===== src/rtl/score_bcd_converter_pkg.sv =====
// Shared constants and state encoding for the score-to-BCD display path.
package score_bcd_converter_pkg;

  localparam int SCORE_WIDTH = 20;
  localparam int DIGITS      = 6;

  // Largest value representable in 'digits' decimal digits (10^digits - 1),
  // built by repeated multiplication so no division is ever involved.
  function automatic logic [63:0] calc_score_max(input int digits);
    logic [63:0] p;
    p = 64'd1;
    for (int i = 0; i < digits; i++) begin
      p = p * 64'd10;
    end
    return p - 64'd1;
  endfunction

  localparam logic [63:0] SCORE_MAX = calc_score_max(DIGITS);

  typedef enum logic [1:0] {
    IDLE  = 2'd0,
    SHIFT = 2'd1,
    DONE  = 2'd2
  } conv_state_t;

endpackage


===== src/rtl/score_bcd_converter_digit_adjust.sv =====
// Double-dabble correction cell: adds 3 to a BCD nibble of 5 or more so the
// following left shift carries correctly into the next decimal digit.
module bcd_digit_adjust (
  input  logic [3:0] digit_in,
  output logic [3:0] digit_out
);

  // 4-bit compare-and-add
  always_comb begin
    digit_out = digit_in;
    if (digit_in >= 4'd5) begin
      digit_out = digit_in + 4'd3;
    end
  end

endmodule


===== src/rtl/score_bcd_converter.sv =====
// Sequential double-dabble converter: binary score in, packed BCD digits out.
// One shift per clock; a one-deep pending slot keeps the newest request that
// arrives while a conversion is running.
module score_bcd_converter #(
  parameter int SCORE_WIDTH = score_bcd_converter_pkg::SCORE_WIDTH,
  parameter int DIGITS      = score_bcd_converter_pkg::DIGITS
) (
  input  logic                    clk,
  input  logic                    reset,
  input  logic [SCORE_WIDTH-1:0]  score_in,
  input  logic                    score_valid,
  output logic                    busy,
  output logic [4*DIGITS-1:0]     digits_out,
  output logic                    digits_valid,
  output logic                    overflow
);

  import score_bcd_converter_pkg::*;

  localparam logic [63:0] SCORE_MAX_VAL = calc_score_max(DIGITS);
  localparam int          CNT_W         = $clog2(SCORE_WIDTH + 1);
  localparam int          BCD_W         = 4 * DIGITS;

  conv_state_t            state_q, state_d;
  logic                   busy_q, busy_d;
  logic [SCORE_WIDTH-1:0] bin_q, bin_d;
  logic [BCD_W-1:0]       bcd_q, bcd_d;
  logic [CNT_W-1:0]       cnt_q, cnt_d;
  logic                   ovf_conv_q, ovf_conv_d;
  logic [BCD_W-1:0]       digits_out_q, digits_out_d;
  logic                   overflow_q, overflow_d;
  logic                   digits_valid_q, digits_valid_d;
  logic                   pend_valid_q, pend_valid_d;
  logic [SCORE_WIDTH-1:0] pend_score_q, pend_score_d;

  logic [BCD_W-1:0]       bcd_adj;
  logic                   load_req;
  logic [SCORE_WIDTH-1:0] load_score;
  logic [63:0]            load_ext;
  logic                   load_over;
  logic [SCORE_WIDTH-1:0] load_clamped;

  // One add-3 cell per BCD digit
  for (genvar gi = 0; gi < DIGITS; gi++) begin : g_adj
    bcd_digit_adjust u_adj (
      .digit_in  (bcd_q[4*gi +: 4]),
      .digit_out (bcd_adj[4*gi +: 4])
    );
  end

  // Request selection and clamping: a fresh score_valid beats the pending slot
  always_comb begin
    load_req     = score_valid | pend_valid_q;
    load_score   = score_valid ? score_in : pend_score_q;
    load_ext     = 64'(load_score);
    load_over    = (load_ext > SCORE_MAX_VAL);
    load_clamped = load_over ? SCORE_MAX_VAL[SCORE_WIDTH-1:0] : load_score;
  end

  // Next-state and datapath logic for the IDLE/SHIFT/DONE sequencer
  always_comb begin
    state_d        = state_q;
    bin_d          = bin_q;
    bcd_d          = bcd_q;
    cnt_d          = cnt_q;
    ovf_conv_d     = ovf_conv_q;
    digits_out_d   = digits_out_q;
    overflow_d     = overflow_q;
    digits_valid_d = 1'b0;
    pend_valid_d   = pend_valid_q;
    pend_score_d   = pend_score_q;

    case (state_q)
      IDLE: begin
        if (load_req) begin
          state_d      = SHIFT;
          bin_d        = load_clamped;
          bcd_d        = '0;
          cnt_d        = '0;
          ovf_conv_d   = load_over;
          pend_valid_d = 1'b0;
        end
      end
      SHIFT: begin
        if (cnt_q == CNT_W'(SCORE_WIDTH)) begin
          state_d        = DONE;
          digits_out_d   = bcd_q;
          overflow_d     = ovf_conv_q;
          digits_valid_d = 1'b1;
        end else begin
          bcd_d = {bcd_adj[BCD_W-2:0], bin_q[SCORE_WIDTH-1]};
          bin_d = {bin_q[SCORE_WIDTH-2:0], 1'b0};
          cnt_d = cnt_q + CNT_W'(1);
          // A carry out of the top digit cannot happen for clamped inputs;
          // folding it into overflow keeps the display honest if it ever did.
          ovf_conv_d = ovf_conv_q | bcd_adj[BCD_W-1];
        end
      end
      DONE: begin
        state_d = IDLE;
      end
      default: begin
        state_d = IDLE;
      end
    endcase

    // Requests arriving mid-conversion park in the pending slot, newest wins
    if (score_valid && (state_q != IDLE)) begin
      pend_valid_d = 1'b1;
      pend_score_d = score_in;
    end

    busy_d = (state_d != IDLE);
  end

  // State and output registers, cleared asynchronously by reset
  always_ff @(posedge clk or posedge reset) begin
    if (reset) begin
      state_q        <= IDLE;
      busy_q         <= 1'b0;
      bin_q          <= '0;
      bcd_q          <= '0;
      cnt_q          <= '0;
      ovf_conv_q     <= 1'b0;
      digits_out_q   <= '0;
      overflow_q     <= 1'b0;
      digits_valid_q <= 1'b0;
      pend_valid_q   <= 1'b0;
      pend_score_q   <= '0;
    end else begin
      state_q        <= state_d;
      busy_q         <= busy_d;
      bin_q          <= bin_d;
      bcd_q          <= bcd_d;
      cnt_q          <= cnt_d;
      ovf_conv_q     <= ovf_conv_d;
      digits_out_q   <= digits_out_d;
      overflow_q     <= overflow_d;
      digits_valid_q <= digits_valid_d;
      pend_valid_q   <= pend_valid_d;
      pend_score_q   <= pend_score_d;
    end
  end

  assign busy         = busy_q;
  assign digits_out   = digits_out_q;
  assign digits_valid = digits_valid_q;
  assign overflow     = overflow_q;

endmodule


===== config.mk =====
export PLATFORM = sky130hd
export DESIGN_NAME = score_bcd_converter
export DESIGN_NICKNAME = d
export VERILOG_FILES = /design/src/rtl/score_bcd_converter_pkg.sv /design/src/rtl/score_bcd_converter_digit_adjust.sv /design/src/rtl/score_bcd_converter.sv
export SDC_FILE = /design/constraint.sdc
export NUM_CORES = 1
export LEC_CHECK = 0
export BUFFER_PORTS_ARGS = -buffer_cell sky130_fd_sc_hd__buf_2
export CORE_UTILIZATION = 39
export CTS_CLUSTER_DIAMETER = 40
export DETAILED_ROUTE_END_ITERATION = 12
export PLACE_DENSITY = 0.67
export SYNTH_ARGS = -nofsm -noshare
export SYNTH_HDL_FRONTEND = slang
export SYNTH_SLANG_ARGS = --single-unit

===== constraint.sdc =====
create_clock -name clk -period 4.15 [get_ports clk]
set_input_delay 0.2075 -clock clk [delete_from_list [all_inputs] [get_ports clk]]
set_output_delay 0.2075 -clock clk [all_outputs]
set_load 0.02 [all_outputs]

==> results of run 1 <==
[synthesized netlist by cell type, types with 2 or more instances]
| cell type | n |
|---|---|
| nor3b_1 | 6 |
| nand2_1 | 20 |
| and2_1 | 2 |
| ha_1 | 14 |
| a32o_1 | 3 |
| o21bai_1 | 7 |
| nor3_1 | 6 |
| o22ai_1 | 10 |
| nand4_1 | 7 |
| a22o_1 | 4 |
| inv_1 | 17 |
| buf_4 | 3 |
| a31oi_1 | 11 |
| clkbuf_1 | 11 |
| a22oi_1 | 2 |
| mux2_2 | 48 |
| nand3_1 | 4 |
| a21oi_1 | 18 |
| xor2_1 | 2 |
| nor2_1 | 15 |
| a21boi_0 | 7 |
| o31ai_1 | 10 |
| or4_1 | 2 |
| nand2b_1 | 9 |
| dfrtp_1 | 100 |
| xnor2_1 | 6 |
| buf_2 | 5 |
| o21ai_0 | 25 |
| nor4_1 | 8 |
| mux2i_1 | 21 |
[through the flow]
step	instance area, µm²	utilization [%]	hold WS, ps	instances	power, mW
after global routing	5470	45.5	108	613	4.47
after CTS	5470	45.5	94.2	613	4.20
after floorplan	4800	-	358	419	2.87
final	5470	45.5	62.7	613	4.17
after detailed placement	5150	42.9	460	597	3.31
after global placement	5150	42.9	455	597	3.22
[layout by cell type (no fill, tap or decap), types with 3 or more instances in the layout]
master	count
a21boi_0	7
a21oi_1	18
a22o_1	4
a31oi_1	11
a32o_1	3
buf_2	49
buf_4	3
clkbuf_16	9
dfrtp_1	100
ha_1	14
inv_1	16
mux2_2	48
mux2i_1	21
nand2_1	20
nand2b_1	9
nand3_1	4
nand4_1	7
nor2_1	15
nor3_1	6
nor3b_1	6
nor4_1	8
o21ai_0	24
o21bai_1	7
o22ai_1	10
o31ai_1	10
xnor2_1	6
[sequential cells by signal (all words and copies together), names as in the netlist]
| register | count |
|---|---|
| bcd_q | 24 |
| bin_q | 20 |
| busy | 1 |
| cnt_q | 5 |
| digits_out | 24 |
| digits_valid | 1 |
| overflow | 1 |
| ovf_conv_q | 1 |
| pend_score_q | 20 |
| pend_valid_q | 1 |
| state_q | 2 |
[per-layer routing]
metal  wire length (µm)  vias to the layer above
met1               4390                     1722
met3                397                       13
met4                148                        0
li1                   -                     1613
met2               4700                       73
met5                  0                        -
[worst max-delay path, delay by kind of cell, from the launching register on]
family	cells	cell delay, ps
multiplexers	1	370
buffers and inverters	2	430
AND/OR/NAND/NOR	3	1110
flip-flops	1	420
adder cells (fa/ha/maj)	1	160
[power groups by stage]
stage / Sequential [mW] / Clock, mW / Combinational [mW]
after floorplan: 1.73 / 0 / 1.15
after global placement: 1.68 / 0 / 1.55
after detailed placement: 1.70 / 0 / 1.61
after CTS: 1.68 / 0.904 / 1.62
after global routing: 1.74 / 0.943 / 1.79
final: 1.68 / 0.886 / 1.60
[how the worst max path moves through the flow]
stage | startpoint | end | cells after the start
after floorplan | reset | bcd_q[0] | 1
after global placement | cnt_q[0] | digits_out[9] | 7
after detailed placement | cnt_q[0] | digits_out[4] | 7
after CTS | cnt_q[0] | digits_out[4] | 7
after global routing | cnt_q[0] | digits_out[14] | 7
final | cnt_q[0] | digits_out[4] | 7
[layout make-up]
class	instances	area, µm²
fillers	1146	6550
repair buffers	52	268
clock buffers	10	229
well taps	147	184
flip-flops and latches	100	2500
multi-input cells	280	2120
clock inverters	6	88.8
inverters	18	70.1
[cell families after synthesis]
logic type / after synthesis
muxes: 69
DFF: 100
AOI/OAI and AO/OA: 102
xor gates and xnor gates: 8
adders and majority gates: 14
and+or+nand+nor: 87
buffers and inverters: 39
==> reports/results.ini, run 1 <==
[run_status]
run_status=finished, violations left
violations_in_the_final_reports=design-rule violations

[clock_tree]
cts_repair_resize_count=0
cts_tree=yes
tritoncts.num_buffers=9
cts-root-buf=clkbuf_16
clk_pin_slew_worst_paths_ps=70
clkLatencyLatePin_ps=350
cts.htree.levels=3
cts.path.max_buffers=2
cts-hold-fix-buffers=0
setup_repair_bufs_after_cts=0
cts_sinks=100

[yosys]
synth_compound_gate_area_share_pct=13.8
synthMuxAreaShare_pct=15.6
synth_adder_area_share_pct=3.65
flop_and_latch_count_out_of_synthesis=100
number_of_synthesized_flops_with_an_enable_pin=0
main_synth_ff_type=dfrtp_1
synthDominantCellAreaShare_pct=52.2
post_synth_num_cell_types=46
post_synth_main_area_contributors=dfrtp_1 52%, mux2_2 11%, mux2i_1 4.4%, ha_1 3.7%, o21ai_0 2.6%
synth.cell_area_um2=4800
proportion_of_synthesized_flip_flops_having_asynchronous_set_or_reset_pct=100
postSynthCellCount=419
synthDominantAreaCellType=dfrtp_1
synthesis.area_per_instance_um2=11.5
synth_fp_nets=456
yosys.area_share.xor_xnor_pct=1.46
basic_gate_share_of_the_synthesized_area_counting_and_or_nand_and_nor_cells_pct=9.70
synth_top_family_by_area=multiplexers
synth_seq_area_share_pct=52.2
yosysWarningCount=0

[grt]
global_route.usage.total_pct=16.1
grtUsageMet2_pct=26.9
grt.busiest_layer=met2
global_route_wire_length_before_repair_um=16300
globalRouteOverflowTotal=0
grtUsageMet1_pct=20.8
first_global_vias=3351
grt_antenna_before_repair=0
grt.met3_usage_pct=3.64
grt_start_max_net_pins=73

[critical_path]
timing.reg2reg.setup_slack_ps=1540
timing.critical_path.cells=inv_1, ha_1, and4b_1, nand2_1, nor2_2, buf_4, mux2_2
worstSetupEndpointType=flop
critical_path.startpoint_type=flop
cp_data_arrival_time_ps=2840
worstRegToRegCells=7
timing.critical_path.required_ps=4380
cp_max_fo=17
timing.critical_path.slowest_stage_cell=nor2_2
capturing_point_of_the_worst_reg2reg_path=digits_out[4]
r2r-start=cnt_q[0]
worst-setup-path-type=reg -> reg
critPathMaxStageDelay_ps=460

[placed_design]
port_buffers=49
gp_congestion=0.761
dp_slack_ps=1510
dp_hpwl_um=6560

[pwr]
clock_power_share_pct=21.2
cellLeakagePower_nw=2.48
seqPwrFrac_pct=40.3
ir_drop_mv=0.331
power.share.combinational_pct=38.4
proportion_of_total_power_due_to_net_switching_pct=36.6
pwr_cell_area_nw_per_um2=763
internal_power_mw=2.64
switching_power_mw=1.53

[drt]
drt_pass1_iterations=8
post_drt_wl_per_cell_um=15.7
route.final.wire_length_um=9630
via_count=3421
dr_vias_cell=5.58
detailedRoute.firstIterationViolations=145
drt.antenna.violating_nets=0
route.detailed.drc=1

[timing]
setup_repair_after_global_routing_missed_its_margin=false
report.final.slew_viol_count=0
fmax_ghz=0.383
final.setup.tns_ps=0
timing_worst_slew_pin_value_ps=1010
number_of_hold_violations_in_the_final_report=0
max_slew_margin_pct=32.6
report.final.setup_viol=0
clock_skew_ps=9.02
final_period_minus_worst_setup_slack_ps=2610
finalWorstSetupSlack_ps=1540
min_period_over_period_pct=63.0

[die]
chipHeight_um=113
starting_density_of_the_core_pct=39.9
area_enclosed_by_the_die_boundary_um2=12800
die_boundary_width_um=113
floorplan.io_pins=50
core_area_um2=12000
floorplan.rows=40

[finish]
layout-area-overhead-vs-synth_pct=13.9
antenna_cells=0
post_layout_net_count=498
drive_above_1_share_pct=26.2

[hold_path]
hold_path_class=in -> async

[flow_run]
cap_violations=0

(Power assumes the default switching activity.)
==> run 2: changes to the inputs <==
--- a/config.mk
+++ b/config.mk
@@ -9,7 +9,7 @@
 export CORE_UTILIZATION = 39
 export CTS_CLUSTER_DIAMETER = 40
 export DETAILED_ROUTE_END_ITERATION = 12
-export PLACE_DENSITY = 0.67
+export PLACE_DENSITY = 0.69
 export SYNTH_ARGS = -nofsm -noshare
 export SYNTH_HDL_FRONTEND = slang
 export SYNTH_SLANG_ARGS = --single-unit
==> constraint.sdc (replaced) <==
create_clock -name clk -period 2.2 [get_ports clk]
set_input_delay 0.11 -clock clk [delete_from_list [all_inputs] [get_ports clk]]
set_output_delay 0.11 -clock clk [all_outputs]
set_load 0.02 [all_outputs]
==> reports/results.ini, run 2 (same netlist as run 1, synthesis figures left out) <==
[die]
floorplan.rows=40
starting_density_of_the_core_pct=39.9
floorplan.io_pins=50
area_enclosed_by_the_die_boundary_um2=12800
core_area_um2=12000
die_boundary_width_um=113
chipHeight_um=113

[drt]
route.detailed.drc=0
detailedRoute.firstIterationViolations=116
drt_pass1_iterations=4
via_count=3425
post_drt_wl_per_cell_um=15.6
drt.antenna.violating_nets=0
dr_vias_cell=5.42
route.final.wire_length_um=9870

[timing]
final.setup.tns_ps=0
fmax_ghz=0.486
timing_worst_slew_pin_value_ps=514
min_period_over_period_pct=93.6
report.final.setup_viol=0
number_of_hold_violations_in_the_final_report=0
setup_repair_after_global_routing_missed_its_margin=false
clock_skew_ps=7.44
report.final.slew_viol_count=0
max_slew_margin_pct=65.7
final_period_minus_worst_setup_slack_ps=2060

[finish]
post_layout_net_count=517
layout_common_cells=100 x dfrtp_1, 49 x buf_2, 48 x mux2_2, 24 x o21ai_0, 21 x mux2i_1
final_common_cell=dfrtp_1
layout-area-overhead-vs-synth_pct=18.0
antenna_cells=0
final_core_util_pct=47.1
drive_above_1_share_pct=29.1
stdcell_area_um2=5660

[pwr]
ir_drop_mv=0.684
totalPowerFinal_mw=8.13
pwr_cell_area_nw_per_um2=1440
cellLeakagePower_nw=2.59

[grt]
grt_antenna_before_repair=0
grt_start_max_net_pins=101
global_route.usage.total_pct=16.6
globalRouteOverflowTotal=0
first_global_vias=3463
global_route_wire_length_before_repair_um=16600

[critical_path]
r2r-start=cnt_q[0]
cp_max_fo=14
cp_data_arrival_time_ps=2300
timing.critical_path.cells=inv_1, ha_1, and4b_1, a211o_4, or4_1, o21ai_0
critical_path.startpoint_type=flop
capturing_point_of_the_worst_reg2reg_path=bcd_q[8]
critPathMaxStageDelay_ps=530
worst-setup-path-type=reg -> reg
worstSetupEndpointType=flop
timing.reg2reg.setup_slack_ps=140
endpoint=bcd_q[8]
worstSetupStartpoint=cnt_q[0]
worstRegToRegCells=6
timing.critical_path.slowest_stage_cell=or4_1
timing.critical_path.required_ps=2440

[placed_design]
placement.cell_area_um2=5310
dp_hpwl_um=6890
gp_congestion=0.823
port_buffers=49

[clock_tree]
cts.htree.levels=3
clkLatencyLatePin_ps=340
tritoncts.num_buffers=9
cts-root-buf=clkbuf_16
cts.path.max_buffers=2
clk_pin_slew_worst_paths_ps=60
cts_tree=yes
cts_sinks=100

[run_status]
run_status=complete, no violations

[hold_path]
hold_path_class=in -> reg

[flow_run]
cap_violations=0

[run 2: cell types whose count changed in the layout (fill, tap and decap cells not counted), sizes merged]
| cell | before | now |
|---|---|---|
| buf | 52 | 70 |
| bufinv | 2 | 3 |
| clkbuf | 10 | 9 |
| clkinvlp | 2 | 3 |
| dlygate4sd3 | 0 | 1 |
| inv | 18 | 17 |
[run 2: how the worst min path moves through the flow]
stage	start	end	slack (ps)	cells after the start
3_3_place_gp	reset	digits_out[10]	310	3
6_report	score_in[0]	pend_score_q[0]	20	2
2_1_floorplan	score_in[0]	pend_score_q[0]	260	1
5_1_grt	score_in[0]	pend_score_q[0]	20	2
3_5_place_dp	reset	digits_out[10]	320	3
4_1_cts	score_in[0]	pend_score_q[0]	9	2
[run 2: what timing repair did]
item	in CTS	in global routing
resized for setup	0	0
endpoints found under the hold margin	100	0
setup buffers	0	0
hold buffers	1	0
[run 2: cell type report]
class                      count  area (µm²)
sequential                   100        2500
timing repair buffer          71         438
clock buffer                   9         225
fill                        1126        6350
multi-input combinational    280        2120
tap                          147         184
clock inverter                 7         115
inverter                      18        71.3
[run 2: critical path, delay by kind of cell (launching register included)]
family                     cells  cell delay, ps
and+or+nand+nor                2             750
AOI/OAI and AO/OA              2             540
DFF                            1             400
adders and majority gates      1             200
buffers and inverters          1              60
[run 2: report_power, final]
part | total (mW) | switching (mW) | internal (mW)
logic | 3.20 | 1.69 | 1.52
registers | 3.13 | 0.543 | 2.59
clock network | 1.79 | 0.683 | 1.11
total | 8.13 | 2.91 | 5.22
[run 2: metal layers]
metal  routed length (µm)  global-route usage [%]  vias to the layer above
met2                 4840                    28.1                       62
met5                    0                       0                        -
met1                 4500                    20.8                     1693
met3                  340                    3.86                       19
li1                     -                       -                     1651
met4                  176                    5.96                        0
[run 2: stage by stage]
step / hold WS [ps] / cells / setup slack [ps]
final: 16.0 / 632 / 141
after global routing: 15.2 / 632 / 4.76
after detailed placement: 317 / 615 / 155
after global placement: 307 / 615 / 206
after floorplan: 261 / 419 / 228
after CTS: 8.62 / 632 / 136
